`config.mk`:
```
export PLATFORM = sky130hd
export DESIGN_NAME = pc_redirect_unit
export DESIGN_NICKNAME = d
export VERILOG_FILES = /design/src/rtl/pc_redirect_unit.sv
export SDC_FILE = /design/constraint.sdc
export NUM_CORES = 1
export LEC_CHECK = 0
export ABC_AREA = 0
export CAP_MARGIN = 40
export CORE_MARGIN = 5
export CORE_UTILIZATION = 55
export DETAILED_ROUTE_END_ITERATION = 10
export PLACE_DENSITY = 0.88
export SYNTH_ARGS = -nofsm -noshare
export SYNTH_HDL_FRONTEND = slang
export SYNTH_SLANG_ARGS = --single-unit
```
`constraint.sdc`:
```
create_clock -name clk_i -period 4.11 [get_ports clk_i]
set_input_delay 0.411 -clock clk_i [delete_from_list [all_inputs] [get_ports clk_i]]
set_output_delay 0.411 -clock clk_i [all_outputs]
set_load 0.01 [all_outputs]
```
`src/rtl/pc_redirect_unit.sv`:
```
// Fetch-PC sequencer: resolves EX-stage branches/jumps into a fetch redirect,
// squashes younger instructions for FLUSH_CYCLES, and traps on misaligned targets.
module pc_redirect_unit #(
    parameter logic [31:0] RESET_PC     = 32'h0000_0000,
    parameter int unsigned FLUSH_CYCLES = 2
) (
    input  logic        clk_i,
    input  logic        rst_ni,
    input  logic        ex_valid_i,
    input  logic        ex_is_br_i,
    input  logic        ex_is_jal_i,
    input  logic        ex_is_jalr_i,
    input  logic [2:0]  ex_funct3_i,
    input  logic [31:0] ex_pc_i,
    input  logic [31:0] ex_imm_i,
    input  logic [31:0] rs1_i,
    input  logic        br_less_i,
    input  logic        br_equal_i,
    input  logic        stall_i,
    output logic        br_unsign_o,
    output logic [31:0] pc_o,
    output logic        redirect_o,
    output logic        flush_o,
    output logic        misalign_o,
    output logic [15:0] taken_cnt_o
);

    localparam logic [1:0] ST_RUN   = 2'd0;
    localparam logic [1:0] ST_FLUSH = 2'd1;
    localparam logic [1:0] ST_TRAP  = 2'd2;
    localparam logic [2:0] FLUSH_INIT = 3'(FLUSH_CYCLES);

    function automatic logic [15:0] sat_inc(input logic [15:0] v);
        return (v == 16'hFFFF) ? v : v + 16'd1;
    endfunction

    function automatic logic br_taken(input logic [2:0] f3, input logic lt, input logic eq);
        logic t;
        case (f3)
            3'b000:  t = eq;
            3'b001:  t = ~eq;
            3'b100:  t = lt;
            3'b101:  t = ~lt;
            3'b110:  t = lt;
            3'b111:  t = ~lt;
            default: t = 1'b0;
        endcase
        return t;
    endfunction

    logic [1:0]  state_q, state_d;
    logic [31:0] pc_q, pc_d;
    logic [2:0]  flush_cnt_q, flush_cnt_d;
    logic        flush_q, flush_d;
    logic        misalign_q, misalign_d;
    logic [15:0] taken_cnt_q, taken_cnt_d;

    logic [31:0] target;
    logic [31:0] pc_seq;
    logic        take;
    logic        redirect_int;

    always_comb begin
        if (ex_is_jalr_i) begin
            target = (rs1_i + ex_imm_i) & ~32'd1;
        end else begin
            target = ex_pc_i + ex_imm_i;
        end
        pc_seq       = stall_i ? pc_q : pc_q + 32'd4;
        take         = ex_valid_i & (state_q == ST_RUN) &
                       (ex_is_jal_i | ex_is_jalr_i |
                        (ex_is_br_i & br_taken(ex_funct3_i, br_less_i, br_equal_i)));
        redirect_int = take & ~target[1];
    end

    always_comb begin
        state_d     = state_q;
        pc_d        = pc_q;
        flush_cnt_d = flush_cnt_q;
        flush_d     = flush_q;
        misalign_d  = misalign_q;
        taken_cnt_d = taken_cnt_q;
        case (state_q)
            ST_RUN: begin
                // A redirect wins over stall: the new target must be fetched regardless.
                if (redirect_int) begin
                    pc_d        = target;
                    flush_cnt_d = FLUSH_INIT;
                    flush_d     = 1'b1;
                    taken_cnt_d = sat_inc(taken_cnt_q);
                    state_d     = ST_FLUSH;
                end else if (take) begin
                    misalign_d = 1'b1;
                    flush_d    = 1'b1;
                    state_d    = ST_TRAP;
                end else begin
                    pc_d = pc_seq;
                end
            end
            ST_FLUSH: begin
                pc_d = pc_seq;
                if (!stall_i) begin
                    flush_cnt_d = flush_cnt_q - 3'd1;
                    if (flush_cnt_q == 3'd1) begin
                        flush_d = 1'b0;
                        state_d = ST_RUN;
                    end
                end
            end
            ST_TRAP: begin
                flush_d    = 1'b1;
                misalign_d = 1'b1;
            end
            default: begin
                flush_d = 1'b0;
                state_d = ST_RUN;
            end
        endcase
    end

    always_ff @(posedge clk_i or negedge rst_ni) begin
        if (!rst_ni) begin
            state_q     <= ST_RUN;
            pc_q        <= RESET_PC;
            flush_cnt_q <= 3'd0;
            flush_q     <= 1'b0;
            misalign_q  <= 1'b0;
            taken_cnt_q <= 16'd0;
        end else begin
            state_q     <= state_d;
            pc_q        <= pc_d;
            flush_cnt_q <= flush_cnt_d;
            flush_q     <= flush_d;
            misalign_q  <= misalign_d;
            taken_cnt_q <= taken_cnt_d;
        end
    end

    assign br_unsign_o = ex_funct3_i[1];
    assign pc_o        = pc_q;
    assign redirect_o  = rst_ni & redirect_int;
    assign flush_o     = flush_q;
    assign misalign_o  = misalign_q;
    assign taken_cnt_o = taken_cnt_q;

endmodule

```
==> summary.md, run 1 <==
| Metric | Value |
|---|---|
| Max incr delay on CP | 0.50 ns |
| Max-cap violation count | 0 |
| Remaining antenna violation count | 0 |
| Skew-Pair Late Insertion Delay | 0.30 ns |
| DRC violation total after the first TritonRoute iteration | 664 |
| Ys flop type | dfrtp_1 |
| CP bufs+invs | 2 |
| CP most frequent cell | o31ai_1 |
| Core Region | 11500 um^2 |
| Share of the synthesized area in the top cell type | 21.1% |
| Outcome | finished, final reports clean |
| Synth area leader | dfrtp_1 |
| Power per Cell Area | 339 nW/um^2 |
| Pre-CTS setup slack | 0.381 ns |
| Syn_nets | 1017 |
| Peak VDD IR | 0.252 mV |
| Avg Vias per Cell | 6.44 |
| DR pass1 iterations | 5 |
| DR WL/cell | 18.0 um |
| Post-CTS setup buffers | 0 |
| Final hold viol count | 0 |
| Synthesized flop and latch total | 55 |
| Fin cells | 1126 |
| Post-synth cell types | 78 |
| CTS tree | built |
| Final WS setup | 0.683 ns |
| Layout cell share with drive strength beyond 1 | 4.88% |
| Post-route cell area | 8390 um^2 |
| CP Class | in2reg |
| Global route total overflow | 0 |
| Reg power frac | 33.1% |
| Placed cells | 1118 |
| Post-DP Area | 8250 um^2 |
| Setup Viol. Count Final | 0 |
| Overall global routing resource usage | 27.0% |
| Clock Path Buffers | 2 |
| Io pins | 160 |
| GPL Wtd Cong | 0.975 |
| Switching power | 1.17 mW |
| # diodes | 0 |
| Leakage Power | 3.48 nW |
| Starting Density | 56.7% |
| Synth top area cells | dfrtp_1, ha_1, a21oi_1 |
| Htree depth | 2 |
| Syn-to-layout area delta | 28.5% |
| Clk pwr share | 15.3% |
| Site row count | 39 |
| RSZ-0062 raised after global routing | false |
| Top-count cell post-synth | a21oi_1 |
| Fmax | 292 MHz |
| Sum Neg Setup Slack | 0 ns |
| Final #Nets | 1157 |
| Clock sink count | 55 |
| Number of synthesized flops with an enable pin | 0 |
| Mapped Area | 6530 um^2 |
| Max-slew headroom | 49.3% |
| Final min period | 3.43 ns |
| WP data required | 4.29 ns |
| Cell count after synthesis | 842 |
| CP Capture Type | flop |
| Via count | 7250 |
| Clock Root Buffer | clkbuf_16 |
| Yosys Warn Count | 0 |
| Area of the multi-input gates | 4920 um^2 |
| Post-synthesis area per instance | 7.76 um^2 |
| DRC | 0 |
| Min-Delay Path Class | in2async |
| DIE HEIGHT | 119 um |
| Worst Skew | 0.00924 ns |
| Worst EP arrival | 3.61 ns |
| Die X | 119 um |
| Vias in the first global route | 6599 |
| P_int | 1.68 mW |
| FFs w/ async S/R, synth | 100% |
| Combinational group share of total power | 51.7% |
| Crit-path max FO | 4 |
| Commonest cells in the netlist | a21oi_1, nand2_1, ha_1 |
| First-pass GRT wire length | 32.3 mm |
| Clock buffer count from CTS | 5 |
| Fin crit share | 83.4% |
| Clock slew at reported path FFs | 0.08 ns |
| Worst Tran Pin Value | 0.755 ns |
| Largest net degree at the start of global routing | 56 |
| IO buf count | 159 |
| CTS Hold Bufs | 0 |
| Critical path cell sequence | clkdlybuf4s50_1 > inv_1 > fa_1 > nor2b_1 > o31a_1 > nor2_1 > o31ai_1 > a21oi_1 > o31ai_1 > a21boi_0 > xnor2_1 > a221o_1 |
| Fillers | 937 |
| Startpoint Class | primary input |
| Sequential area share after synthesis | 21.1% |
| CP delay by family, top | compound AO/OA/AOI/OAI gates |
| Initial antenna violation count | 0 |
| Slowest CP cell | clkdlybuf4s50_1 |
| Reg area | 1380 um^2 |
| Die ar. | 14200 um^2 |
| WL final | 20.2 mm |
| CTS resizes | 0 |
| Pins Over Slew Limit | 0 |
| Sw Ratio | 40.9% |
| Dpl hpwl | 16.2 mm |
[path summary, 6_finish.rpt]
check	start	endpoint	slack, ns	cells past startpoint
min reg2reg	misalign_o$_DFFE_PN0P_	misalign_o$_DFFE_PN0P_	0.49	1
max	ex_imm_i[1]	pc_o[26]$_DFFE_PN0P_	0.68	12
max reg2reg	state_q[1]$_DFFE_PN0P_	pc_o[11]$_DFFE_PN0P_	1.43	9
min in group clk_i	misalign_o$_DFFE_PN0P_	misalign_o$_DFFE_PN0P_	0.49	1
min	rst_ni	flush_cnt_q[0]$_DFFE_PN0P_	0.29	2
max in group asynchronous	rst_ni	pc_o[8]$_DFFE_PN0P_	3.34	2
[state kept, by name (all words and copies together) (netlist names)]
name         count
taken_cnt_o     16
state_q          2
flush_o          1
misalign_o       1
pc_o            32
flush_cnt_q      3
[cell type report]
class	count	share of cell area [%]
Multi-Input combinational cell	724	58.6
Timing Repair Buffer	172	20.1
Sequential cell	55	16.4
Tap cell	143	2.13
Clock buffer	5	1.49
Inverter	24	1.07
Clock inverter	3	0.268
[stage by stage]
stage                     hold slack (ns)  util (%)  total power, mW
after detailed placement            0.473      71.6             2.39
after CTS                           0.321      72.9             2.82
after floorplan                     0.115         -             1.67
after global placement              0.453      71.6             2.36
after global routing                0.369      72.9             3.01
final                               0.286      72.9             2.85
[cells in the final DEF, fill, tap and decap left out, drive strengths merged, types with 6 or more instances in the layout]
cell type and instances:
nor3 13, o21ai 68, a21oi 108, a41oi 7
and4 6, clkdlybuf4s50 158, and2 6, nand4 18
a211oi 15, a31oi 17, nand2b 12, dfrtp 55
ha 65, o22ai 6, xnor2 41, buf 14
nand3 26, o21bai 7, inv 25, nand2 81
nor2b 10, a21o 24, nor2 53, o211ai 12
o21a 6, xor2 25, and3 17
[cells by family after synthesis]
kind of cell    Yosys count  synth area share [%]
compound gates          320                  31.8
xor+xnor                 66                  8.85
fa+ha+maj                67                  13.1
buf+inv                  63                  3.79
flops                    55                  21.1
mux                       6                 0.977
simple gates            265                  20.5
[routing by layer]
metal | up-vias | track usage, % | part of all wire, %
met2 | 400 | 43.9 | 46
met1 | 3362 | 36.9 | 42
met4 | 0 | 6.23 | 2.2
li1 | 3440 | - | -
met5 | - | 0 | 0
met3 | 48 | 5.55 | 9.6
[power groups by stage]
stage               Combinational, mW  Sequential, mW  Clock (mW)
finish                           1.47           0.941       0.435
global route                     1.58           0.969       0.455
CTS                              1.46           0.934       0.432
detailed placement               1.45           0.940           0
global placement                 1.42           0.934           0
floorplan                       0.711           0.958           0
Note: power is estimated with default switching activity, not from simulation.
==> run 2: changes to the inputs <==
--- a/config.mk
+++ b/config.mk
@@ -8,9 +8,9 @@
 export ABC_AREA = 0
 export CAP_MARGIN = 40
 export CORE_MARGIN = 5
-export CORE_UTILIZATION = 55
+export CORE_UTILIZATION = 46
 export DETAILED_ROUTE_END_ITERATION = 10
-export PLACE_DENSITY = 0.88
+export PLACE_DENSITY = 0.78
 export SYNTH_ARGS = -nofsm -noshare
 export SYNTH_HDL_FRONTEND = slang
 export SYNTH_SLANG_ARGS = --single-unit
==> constraint.sdc (replaced) <==
create_clock -name clk_i -period 2.9 [get_ports clk_i]
set_input_delay 0.29 -clock clk_i [delete_from_list [all_inputs] [get_ports clk_i]]
set_output_delay 0.29 -clock clk_i [all_outputs]
set_load 0.01 [all_outputs]
==> summary.md, run 2 (same netlist as run 1, synthesis figures left out) <==
| Metric | Value |
|---|---|
| DRC violation total after the first TritonRoute iteration | 523 |
| Skew-Pair Late Insertion Delay | 0.29 ns |
| Leading cell type in the layout, fill and taps excluded | clkdlybuf4s50_1 |
| Dpl hpwl | 18.0 mm |
| Outcome | finished, final reports clean |
| Min-Delay Path Class | in2async |
| Clock slew at reported path FFs | 0.07 ns |
| CTS tree | built |
| Htree depth | 2 |
| Pins Over Slew Limit | 0 |
| Fin crit share | 98.6% |
| Power per Cell Area | 452 nW/um^2 |
| GPL Wtd Cong | 0.952 |
| # diodes | 0 |
| Vias in the first global route | 7362 |
| Clock sink count | 55 |
| GR Util met1 | 34.6% |
| Worst EP arrival | 3.04 ns |
| Layout cell share with drive strength beyond 1 | 17.1% |
| Fillers | 1169 |
| Post-DP Area | 9230 um^2 |
| Worst Tran Pin Value | 0.711 ns |
| Sum Neg Setup Slack | 0 ns |
| Slowest CP cell | clkdlybuf4s50_1 |
| CP Class | in2reg |
| Avg Vias per Cell | 5.93 |
| Overall global routing resource usage | 25.5% |
| CP bufs+invs | 1 |
| FF-to-FF End | pc_o[18]$_DFFE_PN0P_ |
| CP Capture Type | flop |
| Syn-to-layout area delta | 45.8% |
| Global route total overflow | 0 |
| R2r setup slk | 0.38 ns |
| Met3 Use GR | 3.96% |
| Worst Skew | 0.00327 ns |
| Io pins | 160 |
| Peak VDD IR | 0.260 mV |
| CP delay by family, top | compound AO/OA/AOI/OAI gates |
| Clock Path Buffers | 2 |
| First-pass GRT wire length | 35.3 mm |
| Fmax | 350 MHz |
| Post-route cell area | 9530 um^2 |
| DIE HEIGHT | 129 um |
| Clock buffer count from CTS | 5 |
| R2R depth | 10 |
| Crit-path max FO | 3 |
| Commonest non-fill, non-tap cells in the layout | clkdlybuf4s50_1, buf_4, a21oi_1 |
| Grt met2 use | 42.4% |
| Via count | 7651 |
| Busiest grt layer | met2 |
| Max-cap violation count | 0 |
| Clock Root Buffer | clkbuf_16 |
| Critical path cell sequence | clkdlybuf4s50_1 > ha_1 > a21oi_2 > nor2_1 > or3_4 > a22o_4 > a21o_4 > a32o_2 > nor2_4 > xnor2_1 > a221o_1 |
| Final min period | 2.86 ns |
| Remaining antenna violation count | 0 |
| Die X | 129 um |
| Final #Nets | 1284 |
| Setup Viol. Count Final | 0 |
| Initial antenna violation count | 0 |
| Largest net degree at the start of global routing | 56 |
| Die ar. | 16700 um^2 |
| Site row count | 43 |
| Startpoint Class | primary input |
| IO buf count | 159 |
| Max-slew headroom | 52.6% |
| Starting Density | 47.1% |
| DRC | 0 |
| Max reg flops | 32 |
| RSZ-0062 raised after global routing | true |
| WP data required | 3.08 ns |
| Area of the multi-input gates | 5030 um^2 |
| DR pass1 iterations | 6 |
| Reg-to-Reg Start | state_q[1]$_DFFE_PN0P_ |
| Final hold viol count | 0 |
| Core Region | 13900 um^2 |
| WL final | 22.1 mm |
| Max incr delay on CP | 0.44 ns |
| Leakage Power | 4.15 nW |
| DR WL/cell | 17.2 um |
| Reg area | 1380 um^2 |
run 2: cell count changes in the layout (fill, tap and decap cells not counted), sizes merged:
cell           delta
dlygate4sd2       +2
clkinv            -1
clkdlybuf4s50     -4
inv               -1
dlymetal6s2s      +2
clkinvlp          +1
clkbuf            +1
buf             +127
run 2: timing repair:
action                     in CTS  in global routing
pin swaps                       5                 11
buffers inserted                2                  2
hold buffers                    0                  0
setup endpoints to repair      11                 14
gates resized for setup        13                 13
run 2: layout make-up:
class	count	share of cell area, %
clock buffer	6	1.46
clock inverter	2	0.171
inverter	24	0.946
multi-input combinational	724	52.8
sequential	55	14.4
tap	180	2.36
timing repair buffer	299	27.8
run 2: worst max-delay path by stage:
stage           startpoint                    to  cells past startpoint
4_1_cts        ex_imm_i[0]  pc_o[31]$_DFFE_PN0P_                     13
3_5_place_dp   ex_imm_i[1]  pc_o[26]$_DFFE_PN0P_                     13
3_3_place_gp   ex_imm_i[1]  pc_o[26]$_DFFE_PN0P_                     13
2_1_floorplan  ex_imm_i[1]  pc_o[26]$_DFFE_PN0P_                     11
6_report       ex_imm_i[4]  pc_o[26]$_DFFE_PN0P_                     11
5_1_grt        ex_imm_i[2]  pc_o[27]$_DFFE_PN0P_                     12
run 2: metrics by stage:
step / setup WS [ns] / hold slack [ns] / utilization, % / total power, mW / instances
floorplan: 0.138 / -0.00559 / - / 2.37 / 842
global route: -0.0566 / 0.216 / 68.6 / 4.55 / 1290
CTS: -0.00379 / 0.183 / 68.2 / 4.26 / 1288
global placement: -0.377 / 0.454 / 66.5 / 3.56 / 1278
finish: 0.0413 / 0.148 / 68.6 / 4.31 / 1290
detailed placement: -0.467 / 0.471 / 66.5 / 3.60 / 1278
run 2: where the power goes:
group / switching [mW] / internal, mW / total [mW]
combinational: 1.10 / 1.22 / 2.32
clock: 0.287 / 0.346 / 0.633
sequential: 0.345 / 1.01 / 1.36
total: 1.73 / 2.58 / 4.31
run 2: layer usage:
layer | up-vias | wire length [um]
li1 | 3703 | -
met1 | 3530 | 9450
met2 | 364 | 10300
met3 | 54 | 1840
met4 | 0 | 570
met5 | - | 0
